File: src/rtl/mem_port_arbiter.sv
// ----------------------------------------------------------------------------
// mem_port_arbiter
//  Shares one 64-bit memory port between the instruction fetcher (read-only
//  line prefetch) and the load/store unit (reads/writes with byte enables).
//  One access is in flight at a time. Data wins arbitration, but a streak
//  counter bounds how many data grants in a row can starve a pending fetch.
//  A fetch flush suppresses the fetch response without aborting the bus
//  transaction.
//
//  Ports
//   clk, reset                  clock, asynchronous active-low reset
//   if_req/if_addr/flush        fetch request, word address, redirect flush
//   if_valid/if_rdata           fetch response pulse and line
//   ls_req/ls_we/ls_addr/ls_be/ls_wdata   load/store request
//   ls_valid/ls_rdata           load/store completion pulse and read data
//   mem_req/mem_we/mem_addr/mem_be/mem_wdata   bus request (held until ack)
//   mem_ack/mem_rdata           bus completion and read data
// ----------------------------------------------------------------------------
module mem_port_arbiter #(
   parameter int unsigned ADDR_W          = 23,
   parameter int unsigned MAX_DATA_STREAK = 4
) (
   input  logic              clk,
   input  logic              reset,
   input  logic              if_req,
   input  logic [ADDR_W-1:0] if_addr,
   input  logic              flush,
   output logic              if_valid,
   output logic [63:0]       if_rdata,
   input  logic              ls_req,
   input  logic              ls_we,
   input  logic [ADDR_W-1:0] ls_addr,
   input  logic [7:0]        ls_be,
   input  logic [63:0]       ls_wdata,
   output logic              ls_valid,
   output logic [63:0]       ls_rdata,
   output logic              mem_req,
   output logic              mem_we,
   output logic [ADDR_W-1:0] mem_addr,
   output logic [7:0]        mem_be,
   output logic [63:0]       mem_wdata,
   input  logic              mem_ack,
   input  logic [63:0]       mem_rdata
);

   localparam int unsigned STREAK_W = $clog2(MAX_DATA_STREAK + 1);
   localparam logic [STREAK_W-1:0] STREAK_MAX = STREAK_W'(MAX_DATA_STREAK);

   typedef enum logic [1:0] {
      S_IDLE  = 2'd0,
      S_FETCH = 2'd1,
      S_DATA  = 2'd2,
      S_RESP  = 2'd3
   } state_t;

   state_t              state;
   logic [STREAK_W-1:0] streak;
   logic                discard;
   logic                grant_data_c;

   // Data wins unless a waiting fetch has already lost MAX_DATA_STREAK times in a row
   assign grant_data_c = ls_req && (!if_req || (streak < STREAK_MAX));

   // Arbitration FSM; every output is a register
   always_ff @(posedge clk or negedge reset) begin
      if (!reset) begin
         state     <= S_IDLE;
         streak    <= '0;
         discard   <= 1'b0;
         if_valid  <= 1'b0;
         if_rdata  <= '0;
         ls_valid  <= 1'b0;
         ls_rdata  <= '0;
         mem_req   <= 1'b0;
         mem_we    <= 1'b0;
         mem_addr  <= '0;
         mem_be    <= '0;
         mem_wdata <= '0;
      end else begin
         if_valid <= 1'b0;
         ls_valid <= 1'b0;
         case (state)
            S_IDLE: begin
               if (grant_data_c) begin
                  state     <= S_DATA;
                  mem_req   <= 1'b1;
                  mem_we    <= ls_we;
                  mem_addr  <= ls_addr;
                  mem_be    <= ls_we ? ls_be : 8'hFF;
                  mem_wdata <= ls_wdata;
                  // streak only counts data wins that made a fetch wait
                  if (!if_req)
                     streak <= '0;
                  else if (streak != STREAK_MAX)
                     streak <= streak + STREAK_W'(1);
               end else if (if_req) begin
                  state     <= S_FETCH;
                  mem_req   <= 1'b1;
                  mem_we    <= 1'b0;
                  mem_addr  <= if_addr;
                  mem_be    <= 8'hFF;
                  mem_wdata <= '0;
                  streak    <= '0;
               end
            end
            S_FETCH: begin
               if (flush)
                  discard <= 1'b1;
               if (mem_ack) begin
                  mem_req <= 1'b0;
                  state   <= S_RESP;
                  // flush on the ack cycle still kills the response
                  if (!(discard || flush)) begin
                     if_valid <= 1'b1;
                     if_rdata <= mem_rdata;
                  end
               end
            end
            S_DATA: begin
               if (mem_ack) begin
                  mem_req  <= 1'b0;
                  state    <= S_RESP;
                  ls_valid <= 1'b1;
                  if (!mem_we)
                     ls_rdata <= mem_rdata;
               end
            end
            S_RESP: begin
               // requester drops its request at this edge, so no arbitration here
               state   <= S_IDLE;
               discard <= 1'b0;
            end
            default: state <= S_IDLE;
         endcase
      end
   end

endmodule
File: config.mk
export PLATFORM = sky130hd
export DESIGN_NAME = mem_port_arbiter
export DESIGN_NICKNAME = d
export VERILOG_FILES = /design/src/rtl/mem_port_arbiter.sv
export SDC_FILE = /design/constraint.sdc
export NUM_CORES = 1
export LEC_CHECK = 0
export BUFFER_PORTS_ARGS = -buffer_cell sky130_fd_sc_hd__buf_2
export CORE_AREA = 2 2 170 172
export DETAILED_ROUTE_END_ITERATION = 8
export DIE_AREA = 0 0 172 174
export PLACE_DENSITY_LB_ADDON = 0.05
export SKIP_LAST_GASP = 1
export SLEW_MARGIN = 20
export SYNTH_ARGS = -nofsm -noshare
export SYNTH_HDL_FRONTEND = slang
export SYNTH_SLANG_ARGS = --single-unit
File: constraint.sdc
create_clock -name clk -period 5 [get_ports clk]
set_clock_uncertainty 0.05 [all_clocks]
set_input_delay 0.5 -clock clk [delete_from_list [all_inputs] [get_ports clk]]
set_output_delay 0.5 -clock clk [all_outputs]
set_load 0.005 [all_outputs]
==> flow_metrics.env, run 1 <==
export IMPL_fin_area_um2=12200
export IMPL_grt_pass1_wl_mm=38.8
export IMPL_io_pin_count=416
export IMPL_worst_path_buf_inv=2
export IMPL_reg2reg_slack_ns=2.55
export IMPL_rr_startpoint="state[0]$_DFFE_PN0P_"
export IMPL_finalSetupViolCount=0
export IMPL_yosysWarnings=0
export IMPL_syn2layout_area_growth_pct=36.8
export IMPL_syn_nets=801
export IMPL_dr_wl_met2_mm=12.1
export IMPL_power_leakage_nw=6.12
export IMPL_highest_layer="met5"
export IMPL_wl_met3_mm=2.44
export IMPL_gp_congestion=0.735
export IMPL_cts_tree="done"
export IMPL_synth_flop_cell="dfrtp_1"
export IMPL_vias=6442
export IMPL_rr_worst_depth=6
export IMPL_grt_pass1_vias=6596
export IMPL_synth_xor_area_share_pct=0
export IMPL_path_max_fanout=33
export IMPL_crit_type="reg -> reg"
export IMPL_synth_top_area_cell="dfrtp_1"
export IMPL_start_kind="flip-flop"
export IMPL_die_x_um=172
export IMPL_synth_top_family_by_area="multiplexers"
export IMPL_max_slew_margin_pct=35.1
export IMPL_netlist_area_um2=8910
export IMPL_path_cells="inv_1 > ha_1 > nand2_1 > a21oi_4 > buf_4 > a22o_1"
export IMPL_wl_met1_mm=10.5
export IMPL_syn_area_per_cell_um2=14.7
export IMPL_drv_slew=0
export IMPL_ys_top_cells_by_area="dfrtp_1 65%, mux2_2 10%, a22o_1 6.5%"
export IMPL_synth_edff_count=0
export IMPL_worst_slew_pin_slew_ns=0.973
export IMPL_fin_crit_sh_pct=49.0
export IMPL_p_comb_share_pct=33.5
export IMPL_p_int_w=0.00536
export IMPL_drive_gt1_share_pct=53.2
export IMPL_clock_power_share_pct=25.3
export IMPL_critPathSlowestCell="a21oi_4"
export IMPL_portBuffers=415
export IMPL_synthSimpleGateAreaFrac_pct=2.88
export IMPL_power_switching_w=0.00236
export IMPL_holdWs_ns=-0.0453
export IMPL_layout_commonest_cell="buf_2"
export IMPL_cts_setup_buffers=0
export IMPL_grt_max_degree=111
export IMPL_grt_usage_pct=16.5
export IMPL_hold_viol=27
export IMPL_max_freq_mhz=408
export IMPL_die_area_um2=29900
export IMPL_yosysTopAreaCellShare_pct=65.5
export IMPL_p_sw_share_pct=30.6
export IMPL_seq_area_frac_synth_pct=65.5
export IMPL_layout_common_cells="414 x buf_2, 233 x dfrtp_1, 81 x mux2_2"
export IMPL_power_frac_seq_pct=41.2
export IMPL_grt_overflow=0
export IMPL_status="complete, but fails checks"
export IMPL_grt_setup_unrepaired="no"
export IMPL_cts_resized=0
export IMPL_final_net_count=1214
export IMPL_clock_sinks=233
export IMPL_placed_cell_area_um2=11300
export IMPL_yosys_register_bits=233
export IMPL_pwr_density_cell_nw_per_um2=634
export IMPL_drv_cap=0
export IMPL_drt_vias_per_instance=4.52
export IMPL_core_um2=28200
export IMPL_hold_path_class="in -> async"
export IMPL_place_hpwl_mm=17.8
export IMPL_antenna_left=0
export IMPL_max_stage_delay_ns=0.67
export IMPL_drc=0
export IMPL_start_util_pct=31.5
export IMPL_cts_hold_buf=0
export IMPL_antenna_found_initial=3
export IMPL_synthAdderAreaFrac_pct=0.983
export IMPL_drt_iter0_markers=237
export IMPL_cts_buffers=26
export IMPL_synth_compound_area_share_pct=10.8
export IMPL_cts_path_max_buffers=3
export IMPL_root_buffer="clkbuf_16"
export IMPL_rr_endpoint="mem_wdata[22]$_DFFE_PN0P_"
export IMPL_fp_row_count=62
export IMPL_min_period_ns=2.45
export IMPL_insertion_delay_ns=0.51
export IMPL_die_h_um=174
export IMPL_cp_arrival_ns=2.85
export IMPL_htree_levels=1
export IMPL_synth_cell_types=29
export IMPL_crit_family="compound AO/OA/AOI/OAI gates"
export IMPL_tns_ns=0
export IMPL_drt_total_wl_mm=25.5
export IMPL_synth_area_mux_share_pct=16.7
export IMPL_dr_pass1_iters=4
export IMPL_required_ns=5.40
export IMPL_async_flop_share_pct=100
export IMPL_critPathCaptureType="flip-flop"
export IMPL_wire_per_inst_um=17.9
export IMPL_n_fill_cell=2784
export IMPL_synthCells=605
export IMPL_vdd_ir_drop_max_mv=0.299
export IMPL_violations="negative hold slack"
export IMPL_clkTransAtPathRegs_ns=0.06
## cells by family after synthesis
group | after synthesis
mux | 132
fa+ha+maj | 7
buf+inv | 44
simple gates | 58
compound gates | 131
flops | 233
## through the flow
| step | power, W | setup WS, ns | util [%] | cells |
|---|---|---|---|---|
| finish | 0.00772 | 2.55 | 43.1 | 1424 |
| global route | 0.00830 | 2.28 | 43.1 | 1421 |
| CTS | 0.00788 | 2.50 | 43.1 | 1420 |
| floorplan | 0.00453 | 3.30 | - | 605 |
| detailed placement | 0.00587 | 2.51 | 40.0 | 1374 |
| global placement | 0.00585 | 2.54 | 40.0 | 1374 |
## area by class of cell
type	count	area, um^2	area share, %
sequential	233	5830	47.9
inverter	5	18.8	0.154
antenna	4	10.0	0.0822
timing repair buffer	424	2150	17.7
clock inverter	8	118	0.966
multi-input combinational	328	2810	23.1
tap	384	480	3.94
clock buffer	38	757	6.22
## power groups by stage
stage          Clock [W]  Sequential (W)  Combinational, W
6_report         0.00196         0.00318           0.00258
2_1_floorplan          0         0.00329           0.00124
5_1_grt          0.00211         0.00331           0.00288
3_5_place_dp           0         0.00320           0.00267
4_1_cts          0.00203         0.00319           0.00266
3_3_place_gp           0         0.00320           0.00265
## cells in the mapped netlist, types with 4 or more instances
master / instances
mux2_2: 81
mux2_1: 49
a22o_1: 66
dfrtp_1: 233
buf_2: 11
buf_6: 11
a21oi_1: 49
clkbuf_1: 10
o22a_1: 8
buf_4: 7
nor2_1: 24
inv_1: 4
ha_1: 7
nand2_1: 27
## registers in the layout (all words and copies together) (netlist names)
signal and cells:
state 2, mem_addr 23, mem_be 8, streak 3, mem_req 1, discard 1, if_rdata 64, mem_wdata 64
ls_valid 1, if_valid 1, mem_we 1, ls_rdata 64
## how the worst max path moves through the flow
stage                                     from                         to  slack, ns  depth (start not counted)
final                     state[0]$_DFFE_PN0P_  mem_wdata[22]$_DFFE_PN0P_       2.55                          6
after floorplan           state[1]$_DFFE_PN0P_   if_rdata[13]$_DFFE_PN0P_       3.30                          6
after detailed placement                if_req  mem_wdata[17]$_DFFE_PN0P_       2.51                          4
after CTS                 state[0]$_DFFE_PN0P_  mem_wdata[38]$_DFFE_PN0P_       2.50                          6
after global placement                  if_req  mem_wdata[26]$_DFFE_PN0P_       2.54                          4
after global routing      state[0]$_DFFE_PN0P_  mem_wdata[22]$_DFFE_PN0P_       2.28                          6
## metal layers
layer  vias to the layer above  track usage, %
li1                       3000               -
met3                        32            5.99
met4                         2            4.13
met5                         -               0
met1                      3145            20.9
met2                       263            26.9
No activity file was read; power rests on OpenSTA's default activity.
==> run 2, diff against run 1 <==
==> constraint.sdc (replaced) <==
create_clock -name clk -period 2.4 [get_ports clk]
set_clock_uncertainty 0.05 [all_clocks]
set_input_delay 0.24 -clock clk [delete_from_list [all_inputs] [get_ports clk]]
set_output_delay 0.24 -clock clk [all_outputs]
set_load 0.005 [all_outputs]
==> run 2 against run 1 <==
  * The run now ends clean
  * Flip-flop and latch count is the same
  * Utilization rose by 6.7 points
  * Count of clock-buffer cells in the layout stayed put
  * Non-clock buffer count is 190 higher
  * Global-route usage rose by 0.64 points
  * Critical path type unchanged
==> flow_metrics.env, run 2 (synthesized netlist as in run 1, its figures left out) <==
export IMPL_n_fill_cell=2651
export IMPL_preCtsSetupSlack_ns=0.476
export IMPL_grt_pass1_vias=7508
export IMPL_core_um2=28200
export IMPL_cts_buffers=27
export IMPL_diodes=0
export IMPL_layout_commonest_cell="buf_2"
export IMPL_wire_per_inst_um=16.7
export IMPL_layout_common_cells="414 x buf_2, 233 x dfrtp_1, 185 x dlygate4sd3_1"
export IMPL_dr_pass1_iters=4
export IMPL_min_period_ns=2.19
export IMPL_die_area_um2=29900
export IMPL_vias=7242
export IMPL_cts_setup_buffers=0
export IMPL_cts_tree="done"
export IMPL_worst_slew_pin_slew_ns=0.537
export IMPL_die_h_um=174
export IMPL_fin_crit_sh_pct=91.4
export IMPL_gp_congestion=0.760
export IMPL_setup_ws_ns=0.207
export IMPL_syn2layout_area_growth_pct=58.0
export IMPL_antenna_left=0
export IMPL_hold_path_class="in -> reg"
export IMPL_clock_sinks=233
export IMPL_drt_vias_per_instance=4.51
export IMPL_required_ns=2.75
export IMPL_status="finished, final reports clean"
export IMPL_grt_overflow=0
export IMPL_grt_usage_pct=17.2
export IMPL_place_hpwl_mm=18.1
export IMPL_drt_iter0_markers=226
export IMPL_hold_viol=0
export IMPL_drt_total_wl_mm=26.7
export IMPL_grt_setup_unrepaired="no"
export IMPL_htree_levels=1
export IMPL_fp_row_count=62
export IMPL_crit_type="reg -> reg"
export IMPL_power_leakage_nw=6.90
export IMPL_path_max_fanout=17
export IMPL_grt_max_degree=68
export IMPL_vdd_ir_drop_max_mv=0.493
export IMPL_max_freq_mhz=456
export IMPL_grt_pass1_wl_mm=40.7
export IMPL_portBuffers=415
export IMPL_insertion_delay_ns=0.52
export IMPL_clkTransAtPathRegs_ns=0.06
export IMPL_io_pin_count=416
export IMPL_max_slew_margin_pct=64.1
export IMPL_drc=0
export IMPL_die_x_um=172
export IMPL_tns_ns=0
export IMPL_root_buffer="clkbuf_16"
export IMPL_cp_arrival_ns=2.54
export IMPL_finalSetupViolCount=0
export IMPL_drive_gt1_share_pct=45.3
export IMPL_drv_slew=0
export IMPL_start_util_pct=31.5
export IMPL_critPathCaptureType="flip-flop"
export IMPL_reg2reg_slack_ns=0.21
export IMPL_pwr_density_cell_nw_per_um2=1170
export IMPL_cts_path_max_buffers=3
export IMPL_final_net_count=1405
export IMPL_drv_cap=0
export IMPL_largestRegisters="if_rdata x64, ls_rdata x64, mem_wdata x64"
export IMPL_antenna_found_initial=3
export IMPL_start_kind="flip-flop"
run 2: metrics by stage:
| step | util [%] | instance area, um^2 | cells | power (W) | hold WS [ns] |
|---|---|---|---|---|---|
| finish | 49.8 | 14100 | 1605 | 0.0165 | 0.177 |
| global route | 49.8 | 14100 | 1605 | 0.0176 | 0.235 |
| CTS | 49.8 | 14100 | 1605 | 0.0167 | 0.147 |
| detailed placement | 40.4 | 11400 | 1379 | 0.0123 | 0.190 |
| global placement | 40.4 | 11400 | 1379 | 0.0123 | 0.177 |
| floorplan | - | 8910 | 605 | 0.00944 | -0.106 |
run 2: repair_timing:
item / CTS / global route
hold buffers: 185 / 0
gates resized for setup: 0 / 2
setup endpoints to repair: 0 / 13
endpoints found under the hold margin: 282 / 0
run 2: routing by layer:
layer	global-route usage [%]	up-vias	wire [um]
met2	29.2	288	13200
met1	21.1	3529	10700
li1	-	3374	-
met3	5.24	45	2240
met4	4.80	6	592
met5	0	-	28
run 2: power breakdown:
group          switching [W]  total (W)  internal (W)  leakage, nW
Sequential          0.000888    0.00666       0.00577         2.82
Clock                0.00152    0.00371       0.00219        0.390
Combinational        0.00262    0.00608       0.00347         3.69
Total                0.00503     0.0165        0.0114         6.90
run 2: worst paths after layout:
kind | cells after the start | startpoint | to
worst max-delay path | 7 | state[1]$_DFFE_PN0P_ | mem_addr[6]$_DFFE_PN0P_
max in group asynchronous | 3 | reset | mem_addr[10]$_DFFE_PN0P_
min in group asynchronous | 2 | reset | ls_rdata[33]$_DFFE_PN0P_
worst min-delay path | 3 | ls_req | mem_req$_DFFE_PN0P_
worst min register to register | 1 | if_rdata[17]$_DFFE_PN0P_ | if_rdata[17]$_DFFE_PN0P_
worst max register to register | 7 | state[1]$_DFFE_PN0P_ | mem_addr[6]$_DFFE_PN0P_
run 2: cell type report:
cell class              count  area [um^2]  area share, %
well taps                 384          480           3.41
flip-flops and latches    233         5830           41.4
repair buffers            614         4130           29.4
inverters                   5         18.8          0.133
clock buffers              38          767           5.45
clock inverters             3         21.3          0.151
multi-input cells         328         2820           20.0
run 2: worst max-delay path: stages (launching register included):
cell and delay [ns]:
dfrtp_1 0.40, inv_1 0.14, ha_2 0.27, o21ai_4 0.18, buf_4 0.25, a21oi_1 0.13
a21oi_1 0.08, dlygate4sd3_1 0.57
==> run 3, diff against run 2 <==
--- a/config.mk
+++ b/config.mk
@@ -6,9 +6,9 @@
 export NUM_CORES = 1
 export LEC_CHECK = 0
 export BUFFER_PORTS_ARGS = -buffer_cell sky130_fd_sc_hd__buf_2
-export CORE_AREA = 2 2 170 172
+export CORE_AREA = 2 2 153 192
 export DETAILED_ROUTE_END_ITERATION = 8
-export DIE_AREA = 0 0 172 174
+export DIE_AREA = 0 0 155 194
 export PLACE_DENSITY_LB_ADDON = 0.05
 export SKIP_LAST_GASP = 1
 export SLEW_MARGIN = 20
==> run 3 against run 2 <==
  * Wire length is 2.5% higher
  * Final area rose by 0.71%
  * Register-to-register slack got worse by 0.04 ns
  * Largest power group unchanged
  * Flip-flop and latch count unchanged
  * Power up 1.8%
  * Setup slack got worse by 0.044 ns
  * Highest routed layer unchanged
  * Via count up 1.3%
  * Worst hold slack gained 0.030 ns
==> flow_metrics.env, run 3 (synthesized netlist as in run 1, its figures left out) <==
export IMPL_drc=0
export IMPL_cp_arrival_ns=2.59
export IMPL_required_ns=2.75
export IMPL_pwr_density_cell_nw_per_um2=1180
export IMPL_diodes=0
export IMPL_cts_buffers=25
export IMPL_largestRegisters="if_rdata x64, ls_rdata x64, mem_wdata x64"
export IMPL_htree_levels=1
export IMPL_final_net_count=1411
export IMPL_drive_gt1_share_pct=45.9
export IMPL_vdd_ir_drop_max_mv=0.602
export IMPL_die_h_um=194
export IMPL_worst_slew_pin_slew_ns=0.881
export IMPL_syn2layout_area_growth_pct=59.1
export IMPL_hold_path_class="in -> reg"
export IMPL_core_um2=28200
export IMPL_grt_usage_pct=17.9
export IMPL_die_x_um=155
export IMPL_start_kind="flip-flop"
export IMPL_cts_path_max_buffers=3
export IMPL_total_power_w=0.0167
export IMPL_antenna_found_initial=1
export IMPL_layout_commonest_cell="buf_2"
export IMPL_min_period_ns=2.24
export IMPL_path_max_fanout=19
export IMPL_drt_iter0_markers=242
export IMPL_dr_pass1_iters=4
export IMPL_grt_overflow=0
export IMPL_path_cells="inv_1 > ha_2 > o21ai_4 > buf_4 > a21oi_1 > a21oi_1 > dlygate4sd3_1"
export IMPL_final_util_pct=50.2
export IMPL_wl_met3_mm=2.09
export IMPL_place_hpwl_mm=18.6
export IMPL_gp_congestion=0.744
export IMPL_drv_slew=0
export IMPL_start_util_pct=31.5
export IMPL_vias=7338
export IMPL_clock_sinks=233
export IMPL_antenna_left=0
export IMPL_drt_total_wl_mm=27.4
export IMPL_grt_pass1_vias=7855
export IMPL_tns_ns=0
export IMPL_fin_crit_sh_pct=93.2
export IMPL_io_pin_count=416
export IMPL_setup_ws_ns=0.162
export IMPL_clkTransAtPathRegs_ns=0.06
export IMPL_critPathCaptureType="flip-flop"
export IMPL_max_slew_margin_pct=41.3
export IMPL_preCtsSetupSlack_ns=0.450
export IMPL_max_freq_mhz=447
export IMPL_power_leakage_nw=6.97
export IMPL_die_area_um2=30100
export IMPL_grt_setup_unrepaired="no"
export IMPL_dr_wl_met2_mm=13.7
export IMPL_fp_row_count=69
export IMPL_layout_common_cells="414 x buf_2, 233 x dfrtp_1, 185 x dlygate4sd3_1"
export IMPL_crit_type="reg -> reg"
export IMPL_root_buffer="clkbuf_16"
export IMPL_hold_viol=0
export IMPL_critPathSlowestCell="dlygate4sd3_1"
export IMPL_cts_tree="done"
export IMPL_status="finished, final reports clean"
export IMPL_wl_met1_mm=10.8
export IMPL_insertion_delay_ns=0.52
export IMPL_grt_pass1_wl_mm=43.3
export IMPL_portBuffers=415
export IMPL_highest_layer="met5"
export IMPL_max_stage_delay_ns=0.56
export IMPL_grt_max_degree=71
export IMPL_drv_cap=0
export IMPL_drt_vias_per_instance=4.62
export IMPL_cts_setup_buffers=0
export IMPL_wire_per_inst_um=17.2
export IMPL_cp_common_cell="a21oi_1"
export IMPL_finalSetupViolCount=0
[run 3: final timing paths]
path,from,to,slack (ns),cells past startpoint
min in group asynchronous,reset,ls_rdata[39]$_DFFE_PN0P_,0.23,2
hold / removal,ls_req,mem_req$_DFFE_PN0P_,0.21,3
hold reg to reg,if_rdata[24]$_DFFE_PN0P_,if_rdata[24]$_DFFE_PN0P_,0.43,1
setup reg to reg,state[1]$_DFFE_PN0P_,mem_addr[0]$_DFFE_PN0P_,0.16,7
setup / recovery,state[1]$_DFFE_PN0P_,mem_addr[0]$_DFFE_PN0P_,0.16,7
max in group asynchronous,reset,ls_rdata[17]$_DFFE_PN0P_,1.36,3
[run 3: report_power, final]
group,internal (W),switching [W]
sequential,0.00577,0.000887
clock,0.00237,0.00159
combinational,0.00349,0.00265
total,0.0116,0.00512
[run 3: worst max-delay path: cells and delay by family (launching register included)]
kind	cells	cell delay, ns
fa+ha+maj	1	0.30
buf+inv	3	0.95
flops	1	0.40
compound gates	3	0.42
[run 3: final cells by class]
| type | count | area, um^2 |
|---|---|---|
| fillers | 2554 | 14100 |
| flip-flops and latches | 233 | 5830 |
| repair buffers | 621 | 4210 |
| multi-input cells | 329 | 2820 |
| clock buffers | 41 | 796 |
| well taps | 355 | 444 |
| clock inverters | 4 | 55.1 |
| inverters | 5 | 18.8 |
[run 3: layer usage]
metal | vias up | track usage (%)
li1 | 3382 | -
met1 | 3596 | 21.3
met2 | 304 | 31.4
met3 | 54 | 4.78
met4 | 2 | 5.83
met5 | - | 0
[run 3: through the flow]
step,std cells,hold slack (ns),instance area (um^2)
after floorplan,605,-0.106,8910
after global placement,1357,0.209,11500
after detailed placement,1357,0.206,11500
after CTS,1587,0.127,14200
after global routing,1588,0.236,14200
final,1588,0.208,14200
[run 3: what timing repair did]
action,4_1_cts,5_1_grt
hold buffers,185,0
setup endpoints to repair,0,2
hold endpoints to repair,288,0
gates resized for setup,0,1
